===== src/rtl/mem_arbiter.sv =====
// mem_arbiter: shares one single-port, variable-latency memory between an
// instruction-fetch requester (I) and a data requester (D).
// Handshake: a requester raises *_req with stable address/data and keeps it
// until its one-cycle *_ready pulse; the memory side sees mem_req held high
// until mem_ack (read data valid in the ack cycle) or until the timeout.
module mem_arbiter #(
    parameter int ADDR_W       = 32,
    parameter int DATA_W       = 32,
    parameter int MAX_D_STREAK = 4,
    parameter int TIMEOUT      = 255
) (
    input  logic              clk,
    input  logic              reset,
    input  logic              i_req,
    input  logic [ADDR_W-1:0] i_addr,
    output logic              i_ready,
    output logic [DATA_W-1:0] i_rdata,
    input  logic              d_req,
    input  logic              d_we,
    input  logic [ADDR_W-1:0] d_addr,
    input  logic [DATA_W-1:0] d_wdata,
    output logic              d_ready,
    output logic [DATA_W-1:0] d_rdata,
    output logic              mem_req,
    output logic              mem_we,
    output logic [ADDR_W-1:0] mem_addr,
    output logic [DATA_W-1:0] mem_wdata,
    input  logic              mem_ack,
    input  logic [DATA_W-1:0] mem_rdata,
    output logic              err,
    output logic [1:0]        dbg_state
);

    localparam logic [1:0] S_IDLE = 2'd0;
    localparam logic [1:0] S_BUSY = 2'd1;
    localparam logic [1:0] S_RESP = 2'd2;

    localparam int              SW         = $clog2(MAX_D_STREAK + 1);
    localparam logic [SW-1:0]   STREAK_MAX = SW'(MAX_D_STREAK);
    localparam logic [7:0]      TCNT_LAST  = 8'(TIMEOUT - 1);

    logic [1:0]        state_q, state_d;
    logic [SW-1:0]     streak_q, streak_d;
    logic [7:0]        tcnt_q, tcnt_d;
    logic              owner_d_q, owner_d_d;   // 1 = D owns the transaction
    logic              err_pend_q, err_pend_d;
    logic              mem_we_q, mem_we_d;
    logic [ADDR_W-1:0] mem_addr_q, mem_addr_d;
    logic [DATA_W-1:0] mem_wdata_q, mem_wdata_d;
    logic [DATA_W-1:0] i_rdata_q, i_rdata_d;
    logic [DATA_W-1:0] d_rdata_q, d_rdata_d;
    logic              grant_i;
    logic [DATA_W-1:0] resp_data;

    // Next-state, arbitration and transaction capture
    always_comb begin
        state_d     = state_q;
        streak_d    = streak_q;
        tcnt_d      = tcnt_q;
        owner_d_d   = owner_d_q;
        err_pend_d  = err_pend_q;
        mem_we_d    = mem_we_q;
        mem_addr_d  = mem_addr_q;
        mem_wdata_d = mem_wdata_q;
        i_rdata_d   = i_rdata_q;
        d_rdata_d   = d_rdata_q;
        // D normally wins; I is forced through once D has had its full streak.
        grant_i     = i_req && (!d_req || (streak_q == STREAK_MAX));
        // Writes return zero; a timeout also returns zero.
        resp_data   = (mem_ack && !mem_we_q) ? mem_rdata : '0;

        case (state_q)
            S_IDLE: begin
                if (i_req || d_req) begin
                    state_d    = S_BUSY;
                    tcnt_d     = '0;
                    err_pend_d = 1'b0;
                    owner_d_d  = !grant_i;
                    if (grant_i) begin
                        mem_we_d    = 1'b0;
                        mem_addr_d  = i_addr;
                        mem_wdata_d = '0;
                        streak_d    = '0;
                    end else begin
                        mem_we_d    = d_we;
                        mem_addr_d  = d_addr;
                        mem_wdata_d = d_wdata;
                        if (!i_req) begin
                            streak_d = '0;
                        end else if (streak_q != STREAK_MAX) begin
                            streak_d = streak_q + SW'(1);
                        end
                    end
                end
            end
            S_BUSY: begin
                tcnt_d = tcnt_q + 8'd1;
                // Ack on the threshold cycle beats the timeout.
                if (mem_ack || (tcnt_q == TCNT_LAST)) begin
                    state_d    = S_RESP;
                    err_pend_d = !mem_ack;
                    if (owner_d_q) begin
                        d_rdata_d = resp_data;
                    end else begin
                        i_rdata_d = resp_data;
                    end
                end
            end
            S_RESP: begin
                state_d = S_IDLE;
            end
            default: begin
                state_d = S_IDLE;
            end
        endcase
    end

    // State registers; reset aborts any transaction immediately
    always_ff @(posedge clk or negedge reset) begin
        if (!reset) begin
            state_q     <= S_IDLE;
            streak_q    <= '0;
            tcnt_q      <= '0;
            owner_d_q   <= 1'b0;
            err_pend_q  <= 1'b0;
            mem_we_q    <= 1'b0;
            mem_addr_q  <= '0;
            mem_wdata_q <= '0;
            i_rdata_q   <= '0;
            d_rdata_q   <= '0;
        end else begin
            state_q     <= state_d;
            streak_q    <= streak_d;
            tcnt_q      <= tcnt_d;
            owner_d_q   <= owner_d_d;
            err_pend_q  <= err_pend_d;
            mem_we_q    <= mem_we_d;
            mem_addr_q  <= mem_addr_d;
            mem_wdata_q <= mem_wdata_d;
            i_rdata_q   <= i_rdata_d;
            d_rdata_q   <= d_rdata_d;
        end
    end

    // Outputs decode straight from registered state, so reset drops them at once
    assign mem_req   = (state_q == S_BUSY);
    assign i_ready   = (state_q == S_RESP) && !owner_d_q;
    assign d_ready   = (state_q == S_RESP) && owner_d_q;
    assign err       = (state_q == S_RESP) && err_pend_q;
    assign mem_we    = mem_we_q;
    assign mem_addr  = mem_addr_q;
    assign mem_wdata = mem_wdata_q;
    assign i_rdata   = i_rdata_q;
    assign d_rdata   = d_rdata_q;
    assign dbg_state = state_q;

endmodule


===== config.mk =====
export PLATFORM = sky130hd
export DESIGN_NAME = mem_arbiter
export DESIGN_NICKNAME = d
export VERILOG_FILES = /design/src/rtl/mem_arbiter.sv
export SDC_FILE = /design/constraint.sdc
export NUM_CORES = 1
export LEC_CHECK = 0
export CORE_UTILIZATION = 45
export DETAILED_ROUTE_END_ITERATION = 12
export GPL_ROUTABILITY_DRIVEN = 0
export PLACE_DENSITY = 0.91
export SLEW_MARGIN = 25
export SYNTH_ARGS = -nofsm -noshare
export SYNTH_HDL_FRONTEND = slang
export SYNTH_SLANG_ARGS = --single-unit
export TNS_END_PERCENT = 50

===== constraint.sdc =====
create_clock -name clk -period 2 [get_ports clk]
set_clock_uncertainty 0.15 [all_clocks]
set_input_delay 0.4 -clock clk [delete_from_list [all_inputs] [get_ports clk]]
set_output_delay 0.4 -clock clk [all_outputs]
set_load 0.02 [all_outputs]

==> flow_summary_export.csv, run 1 <==
group,metric,value,unit
worst_setup_path,worst-path-max-fanout,3,
timing,hold_viol_final,0,
timing,fin_crit_sh,99.1,%
status,outcome,"complete, no violations",
grt,groute.usage.overall,25.7,%
timing,setup_viol_count_final,0,
worst_setup_path,path_class,"reg2out",
worst_setup_path,path_cells,"clkdlybuf4s50_1",
grt,grt_start_max_net_pins,51,
finish,area_delta_synth_final,52.3,%
synth,yosys-top-cells-area,"dfrtp_1 (50%), mux2i_1 (9.4%), o21ai_0 (5.8%)",
grt,grt_pass1_wl,33100,um
floorplan,dieArea,16600,um^2
worst_setup_path,path_buf_inv,1,
synth,synth_async_sr_flop_share,100,%
synth,yosysUniqueCellTypes,41,
finish,final_common_cell,"clkdlybuf4s50_1",
finish,stdcell_area,11000,um^2
synth,synth_edf_count,0,
power,power.switching,6.20,mW
floorplan,die_w,129,um
clock_network,cts_tree,"built",
floorplan,start_util,46.8,%
drt,ant_nets,0,
worst_setup_path,cp.arrival,1430,ps
synth,synth_sequential_area_ratio,49.9,%
timing,setup_tns,0,ps
drt,drt_pre_antenna_iters,5,
worst_setup_path,cp_top_family,"buffers and inverters",
synth,synth_top_area_share,49.9,%
drt,drt_wl_total,21300,um
timing,worst_pin_slew,381,ps
placed_design,placed_area,10300,um^2
timing,relSlewSlack,74.6,%
clock_network,cts.sinks,144,
power,clockPowerShare,20.5,%
worst_setup_path,cp.required,1450,ps
worst_setup_path,path_depth,1,
power,combPwrFrac,48.9,%
clock_network,numCtsBuffers,17,
floorplan,die_h,129,um
power,seq_power_share,30.6,%
worst_setup_path,cp-start-kind,"register",
drt,vias_per_cell,5.52,
grt,grt_overflow,0,
clock_network,htree_levels,4,
floorplan,io_pins,269,
synth,syn_nets,816,
power,p_int,10.1,mW
timing,fmax,505,MHz
finish,layout-drive-gt1-share,9.20,%
synth,yosys.area.top_type,"dfrtp_1",
timing,slew_viol_final,0,
worst_setup_path,cp-end-kind,"output pin",
drt,post_drt_wl_per_cell,18.3,um
finish,diodes,0,
clock_network,cts_max_path_buffers,2,
power,powerDensity,1480,nW/um^2
placed_design,dp_hpwl,15000,um
clock_network,cts-root-buf,"clkbuf_16",
worst_setup_path,max_stage_delay,620,ps
worst_setup_path,reg2reg_depth,5,
clock_network,clk_pin_slew,60,ps
synth,synth_cells,678,
hold_path,whs_path_depth,1,
finish,layout.nets,1083,
finish,final_util,71.3,%
floorplan,core,15400,um^2
synth,netlist_area,7220,um^2
clock_network,insertion_delay,410,ps
grt,grt_pass1_vias,6512,
synth,avgSynthCellArea,10.7,um^2
timing,period_needed,1980,ps
placed_design,portBuffers,268,
power,switching_share,38.0,%
finish,layout_common_cells,"clkdlybuf4s50_1 (217), dfrtp_1 (142), o21ai_0 (84), inv_1 (70), mux2i_1 (68)",
drt,vias,6451,
floorplan,rows,45,
grt,antenna_found_initial,0,
power,ir_drop,0.689,mV
power,power,16.3,mW
synth,ys.flop_type,"dfrtp_1",
drt,drt_iter0_drc,368,
flow_run,cap_viol_max_count,0,
synth,yosysWarnings,0,
power,p_leak,5.29,nW
hold_path,hp-class,"reg2reg",
synth,ys_seq_elements,144,
drt,drc,0,
worst_setup_path,cpMaxStageDelayCell,"clkdlybuf4s50_1",
layer usage:
layer	vias to the layer above	global-route usage (%)	share of wire, %	wire (um)
li1	2994	-	-	-
met1	3136	29.9	40	8450
met2	289	44.9	51	10800
met3	32	7.15	7.6	1620
met4	0	10.4	2.1	447
met5	-	0	0	0
path summary, 6_finish.rpt:
kind                                          start                      end  slack [ps]
max                         i_rdata[14]$_DFFE_PN0P_              i_rdata[14]          20
min                           tcnt_q[7]$_DFFE_PN0P_    tcnt_q[7]$_DFFE_PN0P_         340
max reg2reg                dbg_state[0]$_DFFE_PN0P_  i_rdata[19]$_DFFE_PN0P_         130
min reg2reg                   tcnt_q[7]$_DFFE_PN0P_    tcnt_q[7]$_DFFE_PN0P_         340
max in group asynchronous                     reset   i_rdata[8]$_DFFE_PN0P_         740
min in group asynchronous                     reset   d_rdata[1]$_DFFE_PN0P_         350
flip-flops by register name, summed over array words and instances (netlist names):
register,cells
mem_we,1
tcnt_q,8
err_pend_q,1
d_rdata,32
owner_d_q,1
streak_q,3
mem_addr,32
mem_wdata,32
dbg_state,2
i_rdata,32
kinds of logic (layout without fill, tap and decap cells):
kind of cell	count (synthesis)	in the layout	share of synthesized area, %
AOI/OAI and AO/OA	183	183	16.2
DFF	144	144	49.9
and+or+nand+nor	143	143	14.5
buffers and inverters	134	413	9.06
muxes	69	69	9.58
adders and majority gates	4	4	0.693
xor gates and xnor gates	1	1	0.121
synthesized netlist by cell type, types with 2 or more instances:
master      n
inv_1      70
ha_1        4
a22o_1     17
nand2b_1    2
nand2_1     4
dfrtp_1   144
o21ai_0    84
clkbuf_1   25
nor2_1      2
nand4_1     3
mux2i_1    68
buf_4       2
o21ai_1    38
and3_1     53
and3b_1    33
buf_2      19
nand3_1     3
a21oi_1     2
a221o_1    32
or2_1       2
nor3b_1     3
o22ai_1     2
buf_6      16
and4_1     33
layout make-up:
cell class                 instances  area (um^2)
sequential                       144         3610
tap                              211          264
inverter                          71          267
timing repair buffer             311         3250
multi-input combinational        400         2990
clock inverter                    13          186
fill                            1136         4430
clock buffer                      18          439
through the flow:
stage,cells,hold slack [ps],worst slack [ps]
3_3_place_gp,1135,179,-162
3_5_place_dp,1135,180,-244
2_1_floorplan,678,-45.6,249
6_report,1168,345,18.0
5_1_grt,1168,358,-18.2
4_1_cts,1167,314,-26.1
power groups by stage:
stage	sequential (mW)	combinational (mW)	clock, mW
floorplan	6.21	3.17	0
global placement	4.96	7.81	0
CTS	4.99	8.03	3.40
finish	5.00	7.99	3.34
global route	5.14	8.57	3.53
detailed placement	5.01	8.06	0
what timing repair did:
item / in CTS / in global routing
pin swaps: 0 / 0
setup endpoints to repair: 13 / 41
gates resized for setup: 24 / 43
buffers inserted: 0 / 1
hold buffers: 1 / 0
endpoints found under the hold margin: 34 / 0
No activity file was read; power rests on OpenSTA's default activity.
==> inputs of run 2 (changes only) <==
==> constraint.sdc (replaced) <==
create_clock -name clk -period 2.2 [get_ports clk]
set_clock_uncertainty 0.15 [all_clocks]
set_input_delay 0.44 -clock clk [delete_from_list [all_inputs] [get_ports clk]]
set_output_delay 0.44 -clock clk [all_outputs]
set_load 0.02 [all_outputs]
==> run 2 against run 1 <==
Combinational power down 10%. Largest cell class unchanged. Cell count decreased by 0.94%. Critical path type unchanged. Wire length shrank 5.1%. Global-route usage down 0.53 points. Sequential share of layout area increased by 0.57 points. Die area stayed put. Register-to-register slack better by 250 ps.
==> flow_summary_export.csv, run 2 (same netlist as run 1, synthesis figures left out) <==
group,metric,value,unit
status,outcome,"complete, no violations",
timing,worst_pin_slew,492,ps
worst_setup_path,cp.arrival,1550,ps
timing,rsz0062_at_grt,"no",
grt,groute.usage.overall,25.2,%
power,powerDensity,1360,nW/um^2
floorplan,rows,45,
floorplan,start_util,46.8,%
drt,drc,0,
worst_setup_path,crit_path_end,"dbg_state[0]",
drt,drt_iter0_drc,322,
timing,setup_viol_count_final,0,
worst_setup_path,reg2reg_setup_slack,380,ps
timing,period_needed,2140,ps
floorplan,io_pins,269,
timing,fin_ws,63.5,ps
clock_network,cts_max_path_buffers,2,
finish,final_common_cell,"clkdlybuf4s50_1",
clock_network,numCtsBuffers,17,
drt,vias,6230,
timing,fin_crit_sh,97.1,%
worst_setup_path,r2r-end,"mem_addr[29]$_DFFE_PN0P_",
grt,grt_pass1_vias,6327,
placed_design,portBuffers,268,
drt,post_drt_wl_per_cell,17.5,um
drt,drt_wl_total,20200,um
worst_setup_path,path_cells,"clkdlybuf4s50_1",
timing,relSlewSlack,67.2,%
clock_network,cts_tree,"built",
finish,multi_input_area,2990,um^2
worst_setup_path,reg2reg_depth,6,
drt,vias_per_cell,5.38,
floorplan,dieArea,16600,um^2
timing,setup_tns,0,ps
worst_setup_path,cp.required,1610,ps
grt,grt_start_max_net_pins,54,
finish,layout.nets,1072,
grt,grt_pass1_wl,32400,um
flow_run,cap_viol_max_count,0,
timing,hold_ws,329,ps
worst_setup_path,cp-startpoint,"dbg_state[0]$_DFFE_PN0P_",
timing,fmax,468,MHz
finish,fill_cells,1167,
worst_setup_path,path_depth,1,
clock_network,post-cts-setup-buffer-count,0,
floorplan,die_w,129,um
finish,area_delta_synth_final,49.6,%
clock_network,cts-root-buf,"clkbuf_16",
power,ir_drop,0.654,mV
worst_setup_path,cp-end-kind,"output pin",
clock_network,cts.sinks,144,
clock_network,clk_pin_slew,60,ps
finish,seq_area,3600,um^2
worst_setup_path,cp_top_family,"buffers and inverters",
clock_network,htree_levels,4,
worst_setup_path,cpMaxStageDelayCell,"clkdlybuf4s50_1",
worst_setup_path,path_buf_inv,1,
worst_setup_path,worst-path-max-fanout,9,
placed_design,pre_cts_slack,6.53,ps
finish,layout-drive-gt1-share,7.72,%
worst_setup_path,r2r-start,"streak_q[0]$_DFFE_PN0P_",
finish,layout_common_cells,"clkdlybuf4s50_1 (262), dfrtp_1 (143), o21ai_0 (84), inv_1 (70), mux2i_1 (68)",
floorplan,die_h,129,um
worst_setup_path,max_stage_delay,660,ps
grt,antenna_found_initial,0,
worst_setup_path,path_class,"reg2out",
placed_design,dp_hpwl,14500,um
worst_setup_path,cp-start-kind,"register",
power,p_leak,5.06,nW
floorplan,core,15400,um^2
drt,drt_pre_antenna_iters,4,
finish,diodes,0,
grt,grt_overflow,0,
timing,hold_viol_final,0,
drt,ant_nets,0,
timing,slew_viol_final,0,
clock_network,insertion_delay,420,ps
hold_path,hp-class,"reg2reg",
==> run 2: cell types whose count changed in the layout (fill, tap and decap cells not counted), sizes merged, moves of 2 or more <==
cell and delta:
dlygate4sd2 -4, clkinv -2, clkdlybuf4s50 +45, clkbuf +3
buf -14, dlymetal6s2s -38
==> run 2: power breakdown <==
group	internal [mW]	leakage, nW	switching [mW]
sequential	3.73	1.64	0.806
clock	1.89	0.301	1.07
combinational	3.54	3.12	3.62
total	9.16	5.06	5.50
==> run 2: layout make-up <==
type | count | share of cell area, %
Multi-Input combinational cell | 400 | 27.6
Sequential cell | 144 | 33.4
Clock buffer | 21 | 4.45
Inverter | 71 | 2.47
Clock inverter | 10 | 1.24
Tap cell | 211 | 2.44
Timing Repair Buffer | 300 | 28.4
==> run 2: worst min path at each step <==
stage,from,slack [ps],cells after the start,end
after floorplan,reset,-6,0,d_rdata[0]$_DFFE_PN0P_
after global placement,reset,270,1,i_rdata[4]$_DFFE_PN0P_
after detailed placement,reset,270,1,d_rdata[7]$_DFFE_PN0P_
after CTS,tcnt_q[7]$_DFFE_PN0P_,330,1,tcnt_q[7]$_DFFE_PN0P_
after global routing,tcnt_q[7]$_DFFE_PN0P_,360,1,tcnt_q[7]$_DFFE_PN0P_
final,tcnt_q[7]$_DFFE_PN0P_,330,1,tcnt_q[7]$_DFFE_PN0P_
==> run 2: metal layers <==
metal  vias up  track usage, %  share of wire (%)
li1       2966               -                  -
met1      2970            30.2                 41
met2       258            42.8                 49
met3        36            7.65                8.0
met4         0            9.13                2.5
met5         -               0                  0
==> run 2: through the flow <==
step | total power [mW] | utilization [%] | instances | area (um^2)
finish | 14.7 | 70.0 | 1157 | 10800
global route | 15.5 | 70.0 | 1157 | 10800
detailed placement | 11.7 | 66.0 | 1125 | 10200
CTS | 14.7 | 70.0 | 1157 | 10800
global placement | 11.5 | 66.0 | 1125 | 10200
floorplan | 8.53 | - | 678 | 7220
==> run 2: what timing repair did <==
action | in CTS | in global routing
hold buffers | 1 | 0
hold endpoints to repair | 45 | 0
endpoints found under the setup margin | 6 | 0
gates resized for setup | 6 | 0
